<file path="config.mk">
export PLATFORM = sky130hd
export DESIGN_NAME = seq_trunc_mult
export DESIGN_NICKNAME = d
export VERILOG_FILES = /design/src/rtl/seq_trunc_mult.sv
export SDC_FILE = /design/constraint.sdc
export NUM_CORES = 1
export LEC_CHECK = 0
export ABC_AREA = 1
export CORE_UTILIZATION = 49
export DETAILED_ROUTE_END_ITERATION = 8
export DONT_BUFFER_PORTS = 1
export PLACE_DENSITY = 0.75
export SYNTH_ARGS = -nofsm -noshare
export SYNTH_HDL_FRONTEND = slang
export SYNTH_SLANG_ARGS = --single-unit
</file>
<file path="constraint.sdc">
create_clock -name clk -period 2.83 [get_ports clk]
set_clock_uncertainty 0.15 [all_clocks]
set_input_delay 0.566 -clock clk [delete_from_list [all_inputs] [get_ports clk]]
set_output_delay 0.566 -clock clk [all_outputs]
set_load 0.01 [all_outputs]
</file>
<file path="src/rtl/seq_trunc_mult.sv">
// Iterative truncated-array fractional multiplier: one partial-product row per clock,
// dropped low columns offset by a constant correction, optional exact mode.
module seq_trunc_mult #(
  parameter int N    = 8,
  parameter int K    = 3,
  parameter int CORR = 32
) (
  input  logic         clk,
  input  logic         reset,
  input  logic         in_valid,
  output logic         in_ready,
  input  logic [N-1:0] x,
  input  logic [N-1:0] y,
  input  logic         exact,
  output logic         out_valid,
  input  logic         out_ready,
  output logic [N-1:0] z
);

  localparam int RW = (N > 2) ? $clog2(N) : 1;
  localparam logic [2*N-1:0] KEEP_MASK = {(2*N){1'b1}} << (N - K);
  localparam logic [2*N-1:0] CORR_INIT = (2*N)'(CORR);
  localparam logic [RW-1:0]  LAST_ROW  = RW'(N - 1);

  typedef enum logic [1:0] {
    IDLE,
    BUSY,
    DONE
  } state_t;

  state_t          state_q, state_d;
  logic [N-1:0]    x_q, x_d;
  logic [N-1:0]    y_q, y_d;
  logic            exact_q, exact_d;
  logic [RW-1:0]   row_q, row_d;
  logic [2*N-1:0]  acc_q, acc_d;
  logic [2*N-1:0]  row_bits;

  always_comb begin
    state_d = state_q;
    x_d     = x_q;
    y_d     = y_q;
    exact_d = exact_q;
    row_d   = row_q;
    acc_d   = acc_q;

    // Current row, shifted into its columns; low columns masked off unless exact
    row_bits = y_q[row_q] ? ({{N{1'b0}}, x_q} << row_q) : '0;
    if (!exact_q) begin
      row_bits = row_bits & KEEP_MASK;
    end

    case (state_q)
      IDLE: begin
        if (in_valid) begin
          x_d     = x;
          y_d     = y;
          exact_d = exact;
          row_d   = '0;
          acc_d   = exact ? '0 : CORR_INIT;
          state_d = BUSY;
        end
      end
      BUSY: begin
        acc_d = acc_q + row_bits;
        row_d = row_q + RW'(1);
        if (row_q == LAST_ROW) begin
          state_d = DONE;
        end
      end
      DONE: begin
        if (out_ready) begin
          state_d = IDLE;
        end
      end
      default: state_d = IDLE;
    endcase
  end

  always_ff @(posedge clk) begin
    if (reset) begin
      state_q <= IDLE;
      x_q     <= '0;
      y_q     <= '0;
      exact_q <= 1'b0;
      row_q   <= '0;
      acc_q   <= '0;
    end else begin
      state_q <= state_d;
      x_q     <= x_d;
      y_q     <= y_d;
      exact_q <= exact_d;
      row_q   <= row_d;
      acc_q   <= acc_d;
    end
  end

  assign in_ready  = (state_q == IDLE);
  assign out_valid = (state_q == DONE);
  assign z         = acc_q[2*N-1:N];

endmodule

</file>
# After elaboration in Yosys (flattened, before gate mapping)
# Index checks and enable logic that the tools add are counted.
# op_classes
add_sub_neg,2
n_mul,0
div_mod_pow,0
order_cmp,1
eq_ne,6
shifts,1
n_mux,13
bitwise,0
n_reduce_logical,5
# op_table
operator,count
16-bit 2-to-1 mux,2
16-bit case mux with 2 select lines,1
16-bit adder,1
8-bit by 3-bit left shift with 16-bit output,1
2-bit 2-to-1 mux,3
6-bit 2-to-1 mux,1
2-bit case mux with 3 select lines,1
3-bit case mux with 2 select lines,1
5-bit 2-to-1 mux,1
"3-bit by 4-bit less-than comparator with 1-bit output, second input constant",1
"2-bit inequality test, second input constant",2
2-bit AND reduction,2
"3-bit by 1-bit adder with 3-bit output, second input constant",1
1-bit binary-select mux with 3-bit select,1
"3-bit equality test, second input constant",1
3-bit 2-to-1 mux,1
3-bit AND reduction,1
"2-bit by 1-bit equality test with 1-bit output, second input constant",1
"2-bit equality test, second input constant",1
2-bit logical NOT,1
"2-bit by 1-bit inequality test with 1-bit output, second input constant",1
2-bit nonzero test,1
1-bit 2-to-1 mux,1
# totals
reg_bits,38
latchBits,0
ram_bits,0
romBits,0
inputBits,21
out_inout_bits,10
word_cells,34
n_memories,0

# Logic depth before layout (Yosys ltp)
# Gate-level depths: netlist of the first run.
# depth
depth_word,6
depth_mapped,21
ltp_nobuf,20

# Least setup slack after synthesis of the first run
# Ideal clock, no wire load.
# synth_timing
path_kind,reg-to-reg
start,register row_q[0]
end,register acc_q[7]
setup_ns,0.132
arrival_time_ns,2.048
required_time_ns,2.548
setup_slack_ns,0.500
path_stages_with_launch,18
path_buffers,1
period_less_slack_ns,2.330
cell_sequence,dfxtp_1 -> buf_6 -> mux2i_1 -> nand2_1 -> nand2_1 -> nor2_1 -> o21ai_1 -> inv_1 -> ha_1 -> nand2_1 -> inv_1 -> nand2_1 -> nand2_1 -> inv_1 -> nand2_1 -> or2_1 -> nand3_1 -> a21oi_1
# synth_via
elab_chain_len,6
word_cells_on_any_way,7
classes_between,1 x add/sub; 1 x shift; 5 x mux
# synth_rtl
element,line_no,text
start: declaration,35,"logic [RW-1:0] row_q, row_d;"
start signal: assignment,93,row_q <= row_d;
1-bit binary-select mux with 3-bit select,48,"row_bits = y_q[row_q] ? ({{N{1'b0}}, x_q} << row_q) : '0;"
1-bit 2-to-1 mux (implied by the code),48,
16-bit 2-to-1 mux (*),48,
5-bit 2-to-1 mux,49,if (!exact_q) begin
16-bit adder (*),65,acc_d = acc_q + row_bits;
16-bit case mux with 2 select lines (*),53,case (state_q)
end signal: assignment,87,acc_q <= '0;
end signal: assignment,94,acc_q <= acc_d;
end: declaration,36,"logic [2*N-1:0] acc_q, acc_d;"
# Every way passes the cells marked *; elsewhere a longest branch is shown, timed or not. The select of a mux whose other input is x is not followed.
# A chain may end at the register's enable or synchronous reset.

# Final worst setup path of the first run
# layout_timing
start,register row_q[0]
end,register acc_q[15]
# The elaborated chain is that of the path after synthesis.

==> results of run 1 <==
-- critical path, delay by kind of cell (launching register included) --
kind / cells / cell delay, ns
AOI/OAI and AO/OA: 3 / 0.25
adders and majority gates: 1 / 0.36
buffers and inverters: 2 / 0.18
DFF: 1 / 0.34
and+or+nand+nor: 15 / 1.19
-- cell usage in the layout (no fill, tap or decap), types with 2 or more instances in the layout --
| cell type | count |
|---|---|
| a21o_1 | 2 |
| a21oi_1 | 25 |
| a21oi_2 | 6 |
| buf_4 | 3 |
| clkbuf_8 | 5 |
| clkinvlp_4 | 2 |
| dfxtp_1 | 37 |
| ha_1 | 13 |
| ha_4 | 3 |
| inv_1 | 52 |
| inv_2 | 4 |
| mux2i_1 | 2 |
| nand2_1 | 117 |
| nand2_2 | 5 |
| nand2_4 | 3 |
| nand3_1 | 21 |
| nand3b_1 | 2 |
| nand4_1 | 3 |
| nor2_1 | 63 |
| nor2_2 | 6 |
| nor3_1 | 6 |
| o21ai_0 | 23 |
| o21ai_1 | 16 |
| o21ai_2 | 5 |
-- metrics by stage --
| step | cells | setup TNS, ns | total power (W) | hold slack [ns] |
|---|---|---|---|---|
| floorplan | 449 | 0 | 0.000770 | 0.293 |
| global placement | 503 | 0 | 0.000794 | 0.297 |
| detailed placement | 503 | 0 | 0.000799 | 0.305 |
| CTS | 511 | 0 | 0.00128 | 0.156 |
| global route | 511 | -0.0202 | 0.00134 | 0.154 |
| finish | 511 | 0 | 0.00128 | 0.168 |
-- sequential cells by signal, summed over array words and instances (netlist names) --
signal / cells
exact_q: 1
row_q: 3
x_q: 8
acc_q: 16
y_q: 8
state_q: 2
-- synthesized netlist by cell type --
cell / n
a211oi_1: 1
a21boi_1: 1
a21o_1: 2
a21oi_1: 27
a21oi_2: 5
buf_2: 3
buf_4: 10
buf_6: 4
clkbuf_1: 5
dfxtp_1: 38
fa_1: 1
ha_1: 17
inv_1: 52
inv_2: 4
inv_4: 1
mux2i_1: 2
nand2_1: 118
nand2_2: 4
nand2_4: 3
nand3_1: 21
nand3b_1: 2
nand4_1: 3
nor2_1: 65
nor2_2: 4
nor2_4: 1
nor2_8: 1
nor3_1: 7
nor4_1: 1
o21a_1: 1
o21ai_0: 23
o21ai_1: 16
o21ai_2: 5
or2_1: 1
-- area by class of cell --
class	instances	area, sq um	area share [%]
Sequential cell	38	762	25.4
Clock buffer	5	68.8	2.30
Tap cell	72	90.1	3.01
Multi-Input combinational cell	332	1770	59.1
Inverter	57	216	7.22
Timing Repair Buffer	4	42.5	1.42
Clock inverter	3	45.0	1.50
-- layer usage --
layer | routed length, um | GRT usage [%]
met4 | 70 | 6.67
met2 | 3080 | 37.3
met3 | 248 | 5.06
met5 | 0 | 0
met1 | 3030 | 27.5
-- timing repair --
item,CTS,global route
setup buffers,0,0
gates resized for setup,0,15
endpoints found under the hold margin,0,0
setup endpoints to repair,0,6
-- cell families after synthesis --
logic type               Yosys count
AND/OR/NAND/NOR                  231
AO/OA/AOI/OAI                     81
buffers and inverters             79
flip-flops                        38
adder cells (fa/ha/maj)           18
multiplexers                       2
-- worst max path at each step --
stage                        endpoint  slack, ns
2_1_floorplan   acc_q[7]$_SDFFE_PP0P_       0.50
3_3_place_gp   acc_q[12]$_SDFFE_PP0P_       0.22
3_5_place_dp   acc_q[12]$_SDFFE_PP0P_       0.14
4_1_cts        acc_q[12]$_SDFFE_PP0P_       0.11
5_1_grt        acc_q[15]$_SDFFE_PP0P_      -0.02
6_report       acc_q[15]$_SDFFE_PP0P_       0.26
-- report_power, final --
part           internal, W  switching, W  leakage [nW]
Combinational    0.0000754      0.000140          1.07
Sequential        0.000561     0.0000194         0.311
Clock             0.000262      0.000219        0.0504
==> summary.md, run 1 <==
| Metric | Value |
|---|---|
| Final core utilization | `54.1%` |
| Final period util | `90.9%` |
| Overflow left after global routing | `0` |
| Setup slack at placement | `0.144 ns` |
| Core area | `5540 sq um` |
| #FFs+latches synth | `38` |
| Nets@finish | `477` |
| CP required | `2.88 ns` |
| Mapped Cells | `449` |
| Setup CP Type | `flop to flop` |
| Synthesis Warnings | `0` |
| Synth Area in Compound Gates | `16.1%` |
| Antenna Nets Post-Route | `0` |
| Via Count | `2,640` |
| H-tree levels | `2` |
| Starting Density | `51.0%` |
| Cell variety after synth | `33` |
| CTS tree | `yes` |
| Worst IR Drop VDD | `0.000399 V` |
| Layout cells sized above 1 | `12.1%` |
| Slowest cell on the critical path | `ha_1` |
| Xor-xnor portion of the synthesized cell area | `0%` |
| Main combinational cell family by area after synthesis | `simple AND/OR/NAND/NOR gates` |
| Clock transition at path regs | `0.09 ns` |
| Pin count of the biggest net entering global routing | `24` |
| Synthesized Nets | `488` |
| Detail Placement HPWL | `4770 um` |
| Crit-path cells | `buf_12 -> nor2_1 -> nor2_1 -> o21ai_1 -> o21ai_2 -> nand2_2 -> nand2_4 -> o21ai_1 -> nor2_1 -> ha_1 -> nand2_1 -> nand2_1 -> nand2_1 -> nand2_1 -> inv_1 -> nand2_1 -> nand2_1 -> nand2_2 -> nand3_1 -> nand2_1 -> nor2_1` |
| Register area share after synthesis | `26.9%` |
| Worst Slack Setup Final | `0.257 ns` |
| Routed wire length | `6430 um` |
| All-Layer GR Usage | `22.0%` |
| Worst Hold End | `acc_q[9]$_SDFFE_PP0P_` |
| CP peak stage delay | `0.36 ns` |
| Port-buffer cells | `0` |
| # hold bufs at CTS | `0` |
| Die Area | `6080 sq um` |
| Simple-gate share of the synthesized area | `35.0%` |
| CTS Buf Count | `5` |
| Final Cell Area | `3000 sq um` |
| Slew at the pin with the worst max-slew slack | `0.617 ns` |
| Starting DRT DRC Count | `119` |
| Synth area leader | `dfxtp_1` |
| RR Startpoint | `row_q[0]$_SDFFE_PP0P_` |
| Final Hold Viols | `0` |
| Post-Syn Area | `2830 sq um` |
| R2r endpoint | `acc_q[15]$_SDFFE_PP0P_` |
| Synth Area in Adders | `8.23%` |
| Vias in the first global route | `2,386` |
| Pleak | `1.43 nW` |
| Area growth syn-to-layout | `6.02%` |
| Clk sinks | `38` |
| Mux share of post-synthesis cell area | `0.708%` |
| Fmax | `389 MHz` |
| Final worst path period need | `2.57 ns` |
| Critical Path Start | `row_q[0]$_SDFFE_PP0P_` |
| Syn Area/Cell | `6.30 sq um` |
| Crit path top cell by count | `nand2_1` |
| Yosys top cell area share | `26.9%` |
| WL/cell | `12.6 um` |
| I/O pins | `31` |
| R2R setup slack | `0.26 ns` |
| DR pass1 iterations | `4` |
| Die height | `78.0 um` |
| R2R cell count | `21` |
| Worst skew pair latency | `0.30 ns` |
| Status | `complete, no violations` |
| Max Root-Sink Buffers | `2` |
| Die Wd | `78.0 um` |
| Num rows | `27` |
| First-pass GRT wire length | `10,400 um` |
| Initial antenna violation count | `0` |
| Pwr Density | `426 nW/um^2` |
| CTS root buf | `clkbuf_8` |
| Worst-path fanout max | `13` |
| Worst rel slew slack | `58.8%` |
| Vias per cell | `5.17` |
| N_diodes | `0` |
| Worst Setup Start Kind | `flop` |
| Crit path DAT | `2.62 ns` |
| Routability cong. | `0.892` |
| DRC | `0` |
| MaxCap Viol Count | `0` |
| Largest cells by area after synthesis | `dfxtp_1 (27%), nand2_1 (16%), nor2_1 (8.6%)` |
| HP Start | `reset` |
| HP Class | `input pin to flop` |
| Number of setup violations in the final report | `0` |
| WHS Path Cells | `1` |
| Crit end category | `flop` |
| Placed Area | `2810 sq um` |
| Fillers | `560` |
| Final Slew Violations | `0` |
Note: power is estimated with default switching activity, not from simulation.
==> run 2: changes to the inputs <==
- CORE_ASPECT_RATIO: unset -> 0.5
- CORE_UTILIZATION: 49 -> 64
- PLACE_DENSITY: 0.75 -> 0.91
==> run 2 against run 1 <==
- the flow now finishes with violations (DRC)
- final area shrank 0.29%
- wire length grew 6.8%
- non-clock buffer count grew 1
- power rose by 9.3%
- critical path depth fell by 3
- die area down 23%
- first-iteration DRC count rose by 50%
- critical endpoint unchanged
==> summary.md, run 2 (synthesis results as in run 1) <==
| Metric | Value |
|---|---|
| CP required | `2.89 ns` |
| P_sw | `0.000386 W` |
| RR Startpoint | `row_q[0]$_SDFFE_PP0P_` |
| Setup CP Type | `flop to flop` |
| Num rows | `16` |
| # hold bufs at CTS | `0` |
| Pwr Total | `0.00140 W` |
| Pin count of the biggest net entering global routing | `24` |
| CP endpoint | `acc_q[15]$_SDFFE_PP0P_` |
| Worst-path fanout max | `7` |
| Area growth syn-to-layout | `5.71%` |
| Largest regs | `acc_q x16, x_q x8, y_q x8` |
| Layout cells sized above 1 | `12.5%` |
| Worst rel slew slack | `59.7%` |
| Final core utilization | `73.6%` |
| Status | `complete, but fails checks` |
| Post-route insts no fill | `494` |
| Routed wire length | `6870 um` |
| Starting DRT DRC Count | `179` |
| Die height | `49 um` |
| Port-buffer cells | `0` |
| Max reg flops | `16` |
| Initial antenna violation count | `0` |
| Slew at the pin with the worst max-slew slack | `0.604 ns` |
| Final Hold Viols | `0` |
| Final worst path period need | `2.68 ns` |
| Die Wd | `96.0 um` |
| WL/cell | `13.9 um` |
| Nets@finish | `478` |
| Worst hold margin | `0.154 ns` |
| R2R cell count | `18` |
| Overflow left after global routing | `0` |
| Worst Setup Start Kind | `flop` |
| Vias per cell | `5.60` |
| Combinational share of power | `15.7%` |
| Routability cong. | `0.880` |
| Setup TNS | `0 ns` |
| R2R setup slack | `0.15 ns` |
| Largest Register | `acc_q` |
| Worst skew pair latency | `0.31 ns` |
| All-Layer GR Usage | `31.3%` |
| I/O pins | `31` |
| Crit end category | `flop` |
| Core area | `4060 sq um` |
| Via Count | `2,764` |
| Final Slew Violations | `0` |
| MaxCap Viol Count | `0` |
| Post-Place Cells | `485` |
| N_diodes | `0` |
| CTS root buf | `clkbuf_8` |
| DRC | `1` |
| Clock transition at path regs | `0.09 ns` |
| DR pass1 iterations | `7` |
| Starting Density | `69.6%` |
| Detail Placement HPWL | `4650 um` |
| Final period util | `94.8%` |
| Most common cell after layout, fill and taps aside | `nand2_1` |
| Number of setup violations in the final report | `0` |
| Max Root-Sink Buffers | `2` |
| First-pass GRT wire length | `11,200 um` |
| Failing checks | `DRC` |
| Fmax | `373 MHz` |
| CTS tree | `yes` |
| R2r endpoint | `acc_q[15]$_SDFFE_PP0P_` |
| Worst IR Drop VDD | `0.000361 V` |
| H-tree levels | `2` |
| CTS Buf Count | `5` |
| Seq pwr share | `41.7%` |
| Die Area | `4700 sq um` |
| Clk sinks | `38` |
| Antenna Nets Post-Route | `0` |
| Critical Path Start | `row_q[0]$_SDFFE_PP0P_` |
| Clock share of power | `42.7%` |
| Crit path DAT | `2.75 ns` |
| HP Class | `input pin to flop` |
| Pleak | `1.45 nW` |
| Vias in the first global route | `2,471` |
| Commonest non-fill, non-tap cells in the layout | `nand2_1 (117), nor2_1 (64), inv_1 (52), dfxtp_1 (36), a21oi_1 (26)` |
| Sw Ratio | `27.7%` |
| Pint | `0.00101 W` |
| Pwr Density | `467 nW/um^2` |
run 2: cell types whose count changed in the layout (fill, tap and decap cells not counted), moves of 2 or more:
cell	delta
buf_4	+2
clkinvlp_4	-2
mux2i_1	-2
mux2i_2	+2
o21ai_0	-2
o21ai_1	+2
run 2: final cells by class:
| class | instances | area, sq um |
|---|---|---|
| clock inverters | 2 | 60.1 |
| fillers | 309 | 1070 |
| inverters | 57 | 219 |
| flip-flops and latches | 38 | 763 |
| multi-input cells | 332 | 1760 |
| clock buffers | 6 | 82.6 |
| well taps | 54 | 67.6 |
| repair buffers | 5 | 37.5 |
run 2: power by group through the flow:
stage | Clock, W | Combinational [W] | Sequential, W
after global routing | 0.000615 | 0.000246 | 0.000586
after floorplan | 0 | 0.000182 | 0.000588
after detailed placement | 0 | 0.000204 | 0.000592
after CTS | 0.000593 | 0.000207 | 0.000580
after global placement | 0 | 0.000201 | 0.000591
final | 0.000596 | 0.000219 | 0.000582
run 2: worst min-delay path by stage:
stage / startpoint / to / slack [ns] / cells after the start
4_1_cts: reset / acc_q[12]$_SDFFE_PP0P_ / 0.17 / 1
3_3_place_gp: acc_q[2]$_SDFFE_PP0P_ / acc_q[2]$_SDFFE_PP0P_ / 0.30 / 2
2_1_floorplan: acc_q[0]$_SDFFE_PP0P_ / acc_q[0]$_SDFFE_PP0P_ / 0.29 / 2
3_5_place_dp: acc_q[6]$_SDFFE_PP0P_ / acc_q[6]$_SDFFE_PP0P_ / 0.31 / 2
6_report: reset / row_q[1]$_SDFFE_PP0P_ / 0.15 / 1
5_1_grt: reset / row_q[1]$_SDFFE_PP0P_ / 0.16 / 1
run 2: critical path: stages, from the launching register on:
cell and delay, ns:
dfxtp_2 0.34, buf_4 0.15, nor2_1 0.11, nor2_1 0.06, o21ai_1 0.10, o21ai_2 0.08
nand2_2 0.15, nand2_4 0.09, o21ai_1 0.08, inv_1 0.08, ha_1 0.34, nand2_2 0.13
inv_1 0.08, a21oi_2 0.21, nor2_1 0.07, nor2_1 0.08, nand2_1 0.09, a21boi_1 0.15
nor2_1 0.06
run 2: through the flow:
step	cell area [sq um]	worst slack, ns
after floorplan	2830	0.500
after global placement	2770	0.279
after detailed placement	2770	0.200
after CTS	2910	0.0367
after global routing	2990	-0.0391
final	2990	0.146
run 2: routing by layer:
layer,track usage [%],share of wire [%]
met1,43.5,46
met5,0,0
met2,47.4,43
met3,7.63,8.1
met4,9.95,2.1
run 2: timing repair:
action | CTS | global route
resized for setup | 0 | 17
buffers inserted | 0 | 1
endpoints found under the setup margin | 0 | 10
==> run 3: changes to the inputs <==
- MAX_ROUTING_LAYER: unset -> met4
==> run 3 against run 2 <==
- the run now ends clean
- register-to-register slack gained 0.03 ns
- hold slack gained 0.032 ns
- first-iteration DRC count shrank 1.1%
- fmax grew 1.2%
- via count shrank 1.6%
- cell count shrank 0.20%
==> summary.md, run 3 (synthesis results as in run 1) <==
| Metric | Value |
|---|---|
| Crit path DAT | `2.73 ns` |
| Starting Density | `69.6%` |
| DR pass1 iterations | `4` |
| Die height | `49 um` |
| Combinational share of power | `16.1%` |
| Vias in the first global route | `2,437` |
| Largest Register | `acc_q` |
| Clock share of power | `41.8%` |
| Die Wd | `96.0 um` |
| First-pass GRT wire length | `10,900 um` |
| All-Layer GR Usage | `31.0%` |
| Final period util | `93.7%` |
| Pleak | `1.45 nW` |
| Initial antenna violation count | `0` |
| DRC | `0` |
| Antenna Nets Post-Route | `0` |
| H-tree levels | `2` |
| CP required | `2.91 ns` |
| Worst-path fanout max | `10` |
| Slew at the pin with the worst max-slew slack | `0.617 ns` |
| Largest regs | `acc_q x16, x_q x8, y_q x8` |
| Pwr Density | `464 nW/um^2` |
| Final Cell Area | `2990 sq um` |
| Max reg flops | `16` |
| Nets@finish | `477` |
| Pint | `0.00101 W` |
| P_sw | `0.000374 W` |
| Routed wire length | `6590 um` |
| Setup TNS | `0 ns` |
| Overflow left after global routing | `0` |
| Area growth syn-to-layout | `5.88%` |
| Clock transition at path regs | `0.08 ns` |
| Pin count of the biggest net entering global routing | `24` |
| Status | `complete, no violations` |
| Final Slew Violations | `0` |
| Slowest cell on the critical path | `dfxtp_4` |
| Fillers | `318` |
| Worst rel slew slack | `58.8%` |
| MaxCap Viol Count | `0` |
| Layout cells sized above 1 | `11.8%` |
| Seq pwr share | `42.1%` |
| # hold bufs at CTS | `0` |
| R2R setup slack | `0.18 ns` |
| RR Startpoint | `row_q[0]$_SDFFE_PP0P_` |
| Worst skew pair latency | `0.29 ns` |
| R2R cell count | `18` |
| Final Hold Viols | `0` |
| Critical Path Start | `row_q[0]$_SDFFE_PP0P_` |
| Crit-path leading delay family | `simple AND/OR/NAND/NOR gates` |
| Crit path top cell by count | `nor2_1` |
| Via Count | `2,719` |
| Clk sinks | `38` |
| WL/cell | `13.4 um` |
| CP peak stage delay | `0.42 ns` |
| CTS tree | `yes` |
| Placed Area | `2770 sq um` |
| Routability cong. | `0.923` |
| Sw Ratio | `27.0%` |
| Most common cell after layout, fill and taps aside | `nand2_1` |
| Core area | `4060 sq um` |
| Crit end category | `flop` |
| CP endpoint | `acc_q[15]$_SDFFE_PP0P_` |
| Detail Placement HPWL | `4740 um` |
| Port-buffer cells | `0` |
| R2r endpoint | `acc_q[15]$_SDFFE_PP0P_` |
| Die Area | `4700 sq um` |
| FF+latch area | `764 sq um` |
| I/O pins | `31` |
| Levels on crit path | `18` |
| CP bufs+invs | `4` |
| Max Root-Sink Buffers | `2` |
| WHS Path Cells | `1` |
| Worst Setup Start Kind | `flop` |
| Setup CP Type | `flop to flop` |
| Commonest non-fill, non-tap cells in the layout | `nand2_1 (117), nor2_1 (65), inv_1 (52), dfxtp_1 (37), a21oi_1 (26)` |
| CTS Buf Count | `5` |
| Num rows | `16` |
| Crit-path cells | `inv_4 -> buf_4 -> o21ai_2 -> o21ai_2 -> nand2_4 -> nand2_4 -> o21ai_1 -> inv_1 -> ha_1 -> nand2_2 -> inv_1 -> a21oi_2 -> nor2_1 -> nor2_1 -> nand2_1 -> nand3_1 -> nand2_1 -> nor2_1` |
| HP Class | `input pin to flop` |
| RSZ-0062 raised after global routing | `yes` |
| N_diodes | `0` |
| Worst IR Drop VDD | `0.000312 V` |
| CTS root buf | `clkbuf_8` |
| HP Start | `reset` |
| Starting DRT DRC Count | `177` |
| Multi-input gate area | `1770 sq um` |
| Number of setup violations in the final report | `0` |
| Vias per cell | `5.52` |
| Fmax | `377 MHz` |
| Final worst path period need | `2.65 ns` |
-- run 3: cell types whose count changed in the layout (fill, tap and decap cells not counted) --
cell,change
fa_2,-1
fa_1,+1
nor2_1,+1
dfxtp_1,+1
dfxtp_4,+1
buf_4,-2
ha_4,+1
nor2_2,-1
buf_6,+1
ha_1,-1
dfxtp_2,-2
-- run 3: cell type report --
type,instances,share of cell area (%)
clock buffer,6,2.76
sequential,38,25.5
clock inverter,2,2.01
multi-input combinational,332,59.0
timing repair buffer,4,1.13
tap,54,2.26
inverter,57,7.31
-- run 3: worst min path at each step --
stage and to:
2_1_floorplan acc_q[0]$_SDFFE_PP0P_, 3_3_place_gp acc_q[0]$_SDFFE_PP0P_, 3_5_place_dp acc_q[5]$_SDFFE_PP0P_, 4_1_cts state_q[1]$_SDFFE_PP0P_, 5_1_grt state_q[1]$_SDFFE_PP0P_, 6_report state_q[1]$_SDFFE_PP0P_
-- run 3: timing repair --
| action | in CTS | in global routing |
|---|---|---|
| setup endpoints to repair | 1 | 8 |
| setup buffers | 0 | 0 |
| gates resized for setup | 1 | 16 |
-- run 3: worst register-to-register path, delay by kind of cell, from the launching register on --
| family | cells | cell delay, ns |
|---|---|---|
| simple gates | 9 | 0.84 |
| compound gates | 4 | 0.48 |
| flops | 1 | 0.42 |
| buf+inv | 4 | 0.38 |
| fa+ha+maj | 1 | 0.34 |
-- run 3: routing by layer --
layer  global-route usage (%)  wire length [um]
met1                     41.1              3120
met2                     48.2              2900
met3                     7.32               509
met4                     6.47                48
met5                        -                 0
-- run 3: stage by stage --
stage / setup slack, ns / util [%] / hold WS (ns) / power (W) / cells
final: 0.178 / 73.7 / 0.186 / 0.00139 / 493
after global routing: -0.0476 / 73.7 / 0.170 / 0.00144 / 493
after CTS: 0.103 / 71.7 / 0.180 / 0.00137 / 493
after detailed placement: 0.0517 / 68.2 / 0.305 / 0.000798 / 485
after global placement: 0.201 / 68.2 / 0.303 / 0.000792 / 485
after floorplan: 0.500 / - / 0.293 / 0.000770 / 449
-- run 3: power by group through the flow --
stage / Clock, W / Combinational (W) / Sequential, W
3_3_place_gp: 0 / 0.000200 / 0.000592
5_1_grt: 0.000600 / 0.000250 / 0.000588
2_1_floorplan: 0 / 0.000182 / 0.000588
3_5_place_dp: 0 / 0.000204 / 0.000593
6_report: 0.000581 / 0.000223 / 0.000585
4_1_cts: 0.000581 / 0.000206 / 0.000581
